--- config.mk ---
export PLATFORM = sky130hd
export DESIGN_NAME = multicycle_sequencer_flat
export DESIGN_NICKNAME = d
export VERILOG_FILES = /design/src/rtl/multicycle_sequencer_pkg.sv /design/src/rtl/multicycle_sequencer_if.sv /design/src/rtl/multicycle_sequencer_watchdog.sv /design/src/rtl/multicycle_sequencer.sv /design/src/flat_wrapper.sv
export SDC_FILE = /design/constraint.sdc
export NUM_CORES = 1
export LEC_CHECK = 0
export BUFFER_PORTS_ARGS = -buffer_cell sky130_fd_sc_hd__buf_4
export CORE_UTILIZATION = 54
export CTS_CLUSTER_DIAMETER = 40
export DETAILED_ROUTE_END_ITERATION = 10
export PLACE_DENSITY = 0.85
export SYNTH_ARGS = -nofsm -noshare
export SYNTH_HDL_FRONTEND = slang
export SYNTH_HIERARCHICAL = 1
export SYNTH_SLANG_ARGS = --single-unit
--- constraint.sdc ---
create_clock -name clk -period 3.01 [get_ports clk]
set_input_delay 0.1505 -clock clk [delete_from_list [all_inputs] [get_ports clk]]
set_output_delay 0.1505 -clock clk [all_outputs]
set_load 0.01 [all_outputs]
--- src/rtl/multicycle_sequencer_pkg.sv ---
// Shared state encoding for the multi-cycle sequencer.
// Also says which states wait on an ack.
package multicycle_sequencer_pkg;

  localparam int STATE_W = 4;

  typedef enum logic [STATE_W-1:0] {
    SEQ_IDLE   = 4'd0,
    SEQ_FETCH  = 4'd1,
    SEQ_DECODE = 4'd2,
    SEQ_EXEC   = 4'd3,
    SEQ_MEM    = 4'd4,
    SEQ_WB     = 4'd5,
    SEQ_PC     = 4'd6,
    SEQ_HALT   = 4'd7,
    SEQ_FAULT  = 4'd8
  } seq_state_t;

  function automatic logic waits_ack(seq_state_t s);
    return (s == SEQ_FETCH) || (s == SEQ_DECODE) ||
           (s == SEQ_MEM)   || (s == SEQ_WB);
  endfunction

endpackage

--- src/rtl/multicycle_sequencer_if.sv ---
// Request/ack bundle between the sequencer and IMEM/DECODER/DMEM/REG/PC.
// The sequencer is the master.
interface multicycle_sequencer_if;
  logic instrfetch;
  logic instr_fetched;
  logic decode;
  logic id_comp;
  logic halt;
  logic memread;
  logic memwrite;
  logic regwrite;
  logic mem_req;
  logic mem_we;
  logic mem_ack;
  logic wb;
  logic wb_comp;
  logic PCwrite;

  modport master (
    output instrfetch, decode, mem_req,
    output mem_we, wb, PCwrite,
    input  instr_fetched, id_comp, halt,
    input  memread, memwrite, regwrite,
    input  mem_ack, wb_comp
  );

  modport slave (
    input  instrfetch, decode, mem_req,
    input  mem_we, wb, PCwrite,
    output instr_fetched, id_comp, halt,
    output memread, memwrite, regwrite,
    output mem_ack, wb_comp
  );
endinterface

--- src/rtl/multicycle_sequencer_watchdog.sv ---
// Wait-cycle watchdog: expired is high on the TIMEOUT-th
// consecutive waiting cycle of a state.
module seq_watchdog #(
  parameter int TIMEOUT = 16
) (
  input  logic clk,
  input  logic rst_n,
  input  logic clear,
  input  logic en,
  output logic expired
);

  logic [7:0] cnt;

  assign expired = en && (cnt == 8'(TIMEOUT - 1));

  always_ff @(posedge clk) begin
    if (!rst_n) begin
      cnt <= '0;
    end else if (clear) begin
      cnt <= '0;
    end else if (en && !expired) begin
      cnt <= cnt + 8'd1;
    end
  end

endmodule

--- src/rtl/multicycle_sequencer.sv ---
// Multi-cycle control sequencer for the RV32I core with
// req/ack stages, watchdog, single-step and retire counter.
module multicycle_sequencer
  import multicycle_sequencer_pkg::*;
#(
  parameter int TIMEOUT = 16,
  parameter int CNT_W   = 32,
  parameter int STEP_EN = 1
) (
  input  logic                  clk,
  input  logic                  rst_n,
  input  logic                  step_mode,
  input  logic                  step_pulse,
  multicycle_sequencer_if.master bus,
  output logic [STATE_W-1:0]    state,
  output logic [CNT_W-1:0]      retired,
  output logic                  halted,
  output logic                  fault
);

  localparam bit STEP_ON = (STEP_EN != 0);

  seq_state_t cur;
  seq_state_t nxt;
  logic       expired;
  logic       pulse_q;
  logic       armed;
  logic       rise;

  // armed stays low until the button is seen released after reset
  assign rise  = step_pulse && !pulse_q && armed;
  assign state = cur;

  seq_watchdog #(
    .TIMEOUT (TIMEOUT)
  ) u_wd (
    .clk     (clk),
    .rst_n   (rst_n),
    .clear   (nxt != cur),
    .en      (waits_ack(cur)),
    .expired (expired)
  );

  always_comb begin
    nxt = cur;
    unique case (cur)
      SEQ_IDLE: begin
        if (!(step_mode && STEP_ON) || rise)
          nxt = SEQ_FETCH;
      end
      SEQ_FETCH: begin
        if (bus.instr_fetched)
          nxt = SEQ_DECODE;
        else if (expired)
          nxt = SEQ_FAULT;
      end
      SEQ_DECODE: begin
        if (bus.id_comp) begin
          if (bus.halt)
            nxt = SEQ_HALT;
          else if (bus.memread && bus.memwrite)
            nxt = SEQ_FAULT;
          else
            nxt = SEQ_EXEC;
        end else if (expired) begin
          nxt = SEQ_FAULT;
        end
      end
      SEQ_EXEC: begin
        if (bus.memread || bus.memwrite)
          nxt = SEQ_MEM;
        else if (bus.regwrite)
          nxt = SEQ_WB;
        else
          nxt = SEQ_PC;
      end
      SEQ_MEM: begin
        if (bus.mem_ack)
          nxt = bus.regwrite ? SEQ_WB : SEQ_PC;
        else if (expired)
          nxt = SEQ_FAULT;
      end
      SEQ_WB: begin
        if (bus.wb_comp)
          nxt = SEQ_PC;
        else if (expired)
          nxt = SEQ_FAULT;
      end
      SEQ_PC:    nxt = SEQ_IDLE;
      SEQ_HALT:  nxt = SEQ_HALT;
      SEQ_FAULT: nxt = SEQ_FAULT;
      default:   nxt = SEQ_FAULT;
    endcase
  end

  always_ff @(posedge clk) begin
    if (!rst_n) begin
      cur <= SEQ_IDLE;
    end else begin
      cur <= nxt;
    end
  end

  always_ff @(posedge clk) begin
    if (!rst_n) begin
      pulse_q <= 1'b0;
      armed   <= 1'b0;
    end else begin
      pulse_q <= step_pulse;
      if (!step_pulse)
        armed <= 1'b1;
    end
  end

  // outputs decoded from the next state so they line up with state
  always_ff @(posedge clk) begin
    if (!rst_n) begin
      bus.instrfetch <= 1'b0;
      bus.decode     <= 1'b0;
      bus.mem_req    <= 1'b0;
      bus.mem_we     <= 1'b0;
      bus.wb         <= 1'b0;
      bus.PCwrite    <= 1'b0;
      halted         <= 1'b0;
      fault          <= 1'b0;
      retired        <= '0;
    end else begin
      bus.instrfetch <= (nxt == SEQ_FETCH);
      bus.decode     <= (nxt == SEQ_DECODE);
      bus.mem_req    <= (nxt == SEQ_MEM);
      bus.mem_we     <= (nxt == SEQ_MEM) && bus.memwrite;
      bus.wb         <= (nxt == SEQ_WB);
      bus.PCwrite    <= (nxt == SEQ_PC);
      halted         <= (nxt == SEQ_HALT);
      fault          <= (nxt == SEQ_FAULT);
      if (cur == SEQ_PC)
        retired <= retired + CNT_W'(1);
    end
  end

endmodule

--- src/flat_wrapper.sv ---
// flat-port wrapper written by rule: the top's interface ports become plain ports
module multicycle_sequencer_flat import multicycle_sequencer_pkg::*;
#(
  parameter int TIMEOUT = 16,
  parameter int CNT_W   = 32,
  parameter int STEP_EN = 1
)
  (clk, rst_n, step_mode, step_pulse, state, retired, halted, fault, bus_instrfetch, bus_decode, bus_mem_req, bus_mem_we, bus_wb, bus_PCwrite, bus_instr_fetched, bus_id_comp, bus_halt, bus_memread, bus_memwrite, bus_regwrite, bus_mem_ack, bus_wb_comp);
  multicycle_sequencer_if bus_i ();
  input  logic clk;
  input  logic rst_n;
  input  logic step_mode;
  input  logic step_pulse;
  output logic [STATE_W-1:0] state;
  output logic [CNT_W-1:0] retired;
  output logic halted;
  output logic fault;
  output wire logic [$bits(bus_i.instrfetch)-1:0] bus_instrfetch;
  output wire logic [$bits(bus_i.decode)-1:0] bus_decode;
  output wire logic [$bits(bus_i.mem_req)-1:0] bus_mem_req;
  output wire logic [$bits(bus_i.mem_we)-1:0] bus_mem_we;
  output wire logic [$bits(bus_i.wb)-1:0] bus_wb;
  output wire logic [$bits(bus_i.PCwrite)-1:0] bus_PCwrite;
  input wire logic [$bits(bus_i.instr_fetched)-1:0] bus_instr_fetched;
  input wire logic [$bits(bus_i.id_comp)-1:0] bus_id_comp;
  input wire logic [$bits(bus_i.halt)-1:0] bus_halt;
  input wire logic [$bits(bus_i.memread)-1:0] bus_memread;
  input wire logic [$bits(bus_i.memwrite)-1:0] bus_memwrite;
  input wire logic [$bits(bus_i.regwrite)-1:0] bus_regwrite;
  input wire logic [$bits(bus_i.mem_ack)-1:0] bus_mem_ack;
  input wire logic [$bits(bus_i.wb_comp)-1:0] bus_wb_comp;
  assign bus_instrfetch = bus_i.instrfetch;
  assign bus_decode = bus_i.decode;
  assign bus_mem_req = bus_i.mem_req;
  assign bus_mem_we = bus_i.mem_we;
  assign bus_wb = bus_i.wb;
  assign bus_PCwrite = bus_i.PCwrite;
  assign bus_i.instr_fetched = bus_instr_fetched;
  assign bus_i.id_comp = bus_id_comp;
  assign bus_i.halt = bus_halt;
  assign bus_i.memread = bus_memread;
  assign bus_i.memwrite = bus_memwrite;
  assign bus_i.regwrite = bus_regwrite;
  assign bus_i.mem_ack = bus_mem_ack;
  assign bus_i.wb_comp = bus_wb_comp;
  multicycle_sequencer #(.TIMEOUT(TIMEOUT), .CNT_W(CNT_W), .STEP_EN(STEP_EN)) u_core (.clk(clk), .rst_n(rst_n), .step_mode(step_mode), .step_pulse(step_pulse), .bus(bus_i), .state(state), .retired(retired), .halted(halted), .fault(fault));
endmodule
==> impl_metrics.csv <==
group,metric,value,unit
die,row_count,24,
global_route,vias_in_the_first_global_route,2129,
setup_path,worst_ep_required_time,3.24,ns
pwr,clkPwrFrac,35.8,%
drt,routed_wl,6090,um
timing,unrepaired_setup_endpoints_after_global_routing,"no",
finish,num-nets-final,381,
placement,numPlacedInstances,412,
synth,yosys.area_share.adder,0.956,%
finish,final-instance-count-excl-fill,420,
drt,drt_first_pass_iters,4,
synth,syn-instance-count,308,
drt,num_vias,2475,
synth,syn_nets,322,
synth,yosysWarnings,6,
timing,maxClockFrequency,369,MHz
drt,drt_drc_violations_left,0,
clocking,cts.sinks,54,
timing,timing.final.crit_period,2.71,ns
synth,combinational_family_with_the_most_area_after_synthesis,"simple AND/OR/NAND/NOR gates",
placement,globalplace.congestion,0.931,
finish,syn2layout_area_growth,23.1,%
global_route,grt_busiest_layer,"met2",
global_route,grt_overflow_total,0,
timing,timing_hold_violations_final,0,
synth,synthTopCellsByArea,"dfxtp_1 41%, xnor2_1 5.7%, nor2_1 4.2%",
timing,fin_setup_tns,0,ns
setup_path,source_of_the_critical_timing_path,"u_core/state[2]",
setup_path,worst-r2r-setup-slack,0.30,ns
synth,asyncSetResetFlopFracSynth,0,%
global_route,grt_util_met3,4.36,%
drt,antenna_left,0,
finish,diodes,0,
pwr,netSwitchingFraction,24.8,%
pwr,p_int,1.05,mW
pwr,comb_power_share,12.1,%
finish,drive_gt1_share,23.1,%
clocking,tritoncts,"built",
clocking,post_cts.repair.setup_buffers,0,
setup_path,slowest_stage,"a221oi_1",
timing,fin_worst_hold_slack,0.0270,ns
global_route,globalRouteMet2Util,37.0,%
global_route,global_route.usage.met1,35.2,%
die,die-height,71.6,um
setup_path,critical_path.max_fanout,5,
setup_path,critical_path_depth,13,
timing,fin_crit_sh,90.1,%
die,floorplan.die_area,0.00513,mm^2
synth,sequential_cell_area_fraction_in_the_yosys_report,41.3,%
global_route,grt_first_pass_wirelength,9920,um
clocking,clock_path_buffers,2,
setup_path,cell_family_with_most_cp_delay,"compound AO/OA/AOI/OAI gates",
global_route,grt_antenna_before_repair,0,
synth,synth.ff_latch_count,54,
finish,finish.utilization,71.5,%
clocking,h_tree_lvl_count,2,
timing,skew,0.00794,ns
clocking,cts-buffers-inserted,5,
setup_path,nature_of_the_critical_path_endpoint,"flip-flop",
finish,layout.filler_cells,357,
global_route,pin_count_of_the_biggest_net_entering_global_routing,38,
pwr,power.share.sequential,52.1,%
synth,synth_compound_gate_area_share,13.2,%
synth,synth_enable_flop_cells,0,
synth,synth_mux_area_share,1.58,%
synth,post_synth_xor_area_fraction,7.36,%
setup_path,crit_top_cell,"nor2_1",
synth,yosysTopAreaCell,"dfxtp_1",
hold_path,min_path_type,"in2reg",
placement,detailedPlacementHpwl,4230,um
timing,slew_viol_final,0,
clocking,postCtsResizedCells,0,
timing,finalSetupViolations,0,
pwr,leakagePower,1.22,nW
timing,max_slew.worst_pin.slew,0.678,ns
clocking,clk_latency,0.31,ns
drt,drtIter0Drc,147,
clocking,post_cts_hold_buffer_count,0,
placement,dpl_worst_slack,0.350,ns
die,initial_utilization,58.1,%
setup_path,cp.buffers_inverters,1,
setup_path,critical_path.reg2reg.startpoint,"u_core/state[2]",
die,core_area,0.00450,mm^2
clocking,cts-root-buf,"clkbuf_8",
setup_path,setup.worst_path.start_class,"flip-flop",
drt,routed_via_density,5.89,
setup_path,rr_endpoint,"u_core/u_wd/cnt[1]",
synth,synth_top_area_share,41.3,%
run_status,outcome,"completed",
setup_path,crit_path_end,"u_core/u_wd/cnt[1]",
synth,syn_avg_cell_area,8.49,um^2
synth,synth.cell_area,0.00262,mm^2
global_route,grt_usage,24.3,%
pwr,ir_worst_vdd,0.372,mV
die,die_w,71.6,um
flow_run,drv.max_cap_violation_count,0,
placement,io_buffer_count,55,
clocking,clk_pin_slew_worst_paths,0.10,ns
setup_path,critical-path-max-stage-delay,0.60,ns
setup_path,critical_path_class,"reg2reg",
finish,most-common-layout-cells,"64 x buf_4, 54 x dfxtp_1, 29 x nor2_1, 22 x nand2_1, 21 x a21oi_1",
finish,final_design_area_no_fill,0.00322,mm^2
pwr,power_density,435,mW/mm^2
pwr,final_total_pwr,1.40,mW
synth,synthDistinctLibCells,56,
placement,placement_stage_cell_area,0.00310,mm^2
setup_path,critical_path.cell_chain,"nor2_1 > xnor2_1 > nor2_1 > nand4_1 > nor2_1 > inv_1 > o21ai_0 > a221oi_1 > a221o_1 > o221ai_1 > nor2b_1 > nand2_1 > mux2i_1",
finish,layout_commonest_cell,"buf_4",
pwr,power.switching,0.348,mW
synth,synth_simple_gate_area_share,31.2,%
timing,final.setup.worst_slack,0.298,ns
setup_path,worst-r2r-cell-count,13,
drt,post_drt_wl_per_cell,14.5,um
synth,synth-main-ff-cell,"dfxtp_1",
setup_path,worst-endpoint-arrival,2.95,ns
die,io_pins,56,
timing,timing.slew.headroom,54.8,%
-- synth_stat cells (3+ instances only) --
master and count:
xnor2_1 17, or3_1 14, nor3b_1 6, dfxtp_1 54
mux2i_1 3, nand3_1 12, and2_1 4, o21ai_0 17
nor3_1 12, clkbuf_1 6, nor4_1 6, nand3_2 3
a21oi_1 21, nand2b_1 5, nand4_1 6, and3_1 3
buf_2 4, inv_1 14, nor2_1 29, and4_1 5
xor2_1 5, nand2_1 22
-- registers in the layout, indices dropped and copies added, names as in the netlist --
signal,cells
u_core/retired,32
u_core/u_wd/cnt,8
u_core/state,4
u_core/armed,1
u_core/bus.PCwrite,1
u_core/bus.decode,1
u_core/bus.instrfetch,1
u_core/bus.mem_req,1
u_core/bus.mem_we,1
u_core/bus.wb,1
u_core/fault,1
u_core/halted,1
u_core/pulse_q,1
-- worst min-delay path by stage --
stage	endpoint	startpoint	slack (ns)	cells after the start
5_1_grt	u_core/armed	step_pulse	0.01	2
3_5_place_dp	u_core/armed	step_pulse	0.35	2
6_report	u_core/armed	step_pulse	0.03	2
3_3_place_gp	u_core/armed	step_pulse	0.35	2
2_1_floorplan	u_core/armed	step_pulse	0.25	1
4_1_cts	u_core/armed	step_pulse	0.02	2
-- cell type report --
class	instances	area, um^2	area share, %
sequential	54	1080	33.6
clock buffer	5	68.8	2.14
tap	52	65.1	2.02
timing repair buffer	64	480	14.9
clock inverter	3	48.8	1.51
inverter	15	56.3	1.75
multi-input combinational	227	1420	44.1
-- power by group through the flow --
stage                     combinational [mW]  clock [mW]  sequential (mW)
after global placement                 0.168           0            0.747
after CTS                              0.167       0.514            0.730
after global routing                   0.185       0.545            0.732
final                                  0.169       0.501            0.730
after detailed placement               0.167           0            0.747
after floorplan                        0.102           0            0.752
-- worst reg2reg max path, stage by stage, from the launching register on --
cell,delay [ns]
dfxtp_1,0.32
nor2_1,0.18
xnor2_1,0.14
nor2_1,0.07
nand4_1,0.16
nor2_1,0.11
inv_1,0.08
o21ai_0,0.08
a221oi_1,0.60
a221o_1,0.26
o221ai_1,0.12
nor2b_1,0.28
nand2_1,0.10
mux2i_1,0.15
-- kinds of logic (layout without fill, tap and decap cells) --
logic type                 Yosys count  in the layout
and+or+nand+nor                    143            143
AOI/OAI and AO/OA                   56             56
DFF                                 54             54
buffers and inverters               27             87
xor gates and xnor gates            22             22
muxes                                4              4
adders and majority gates            2              2
-- routing by layer --
layer,vias up,routed length (um),part of all wire (%)
met4,0,66,1.1
met1,1162,2890,47
met3,6,337,5.5
li1,1226,-,-
met5,-,0,0
met2,81,2800,46
Note: power is estimated with default switching activity, not from simulation.
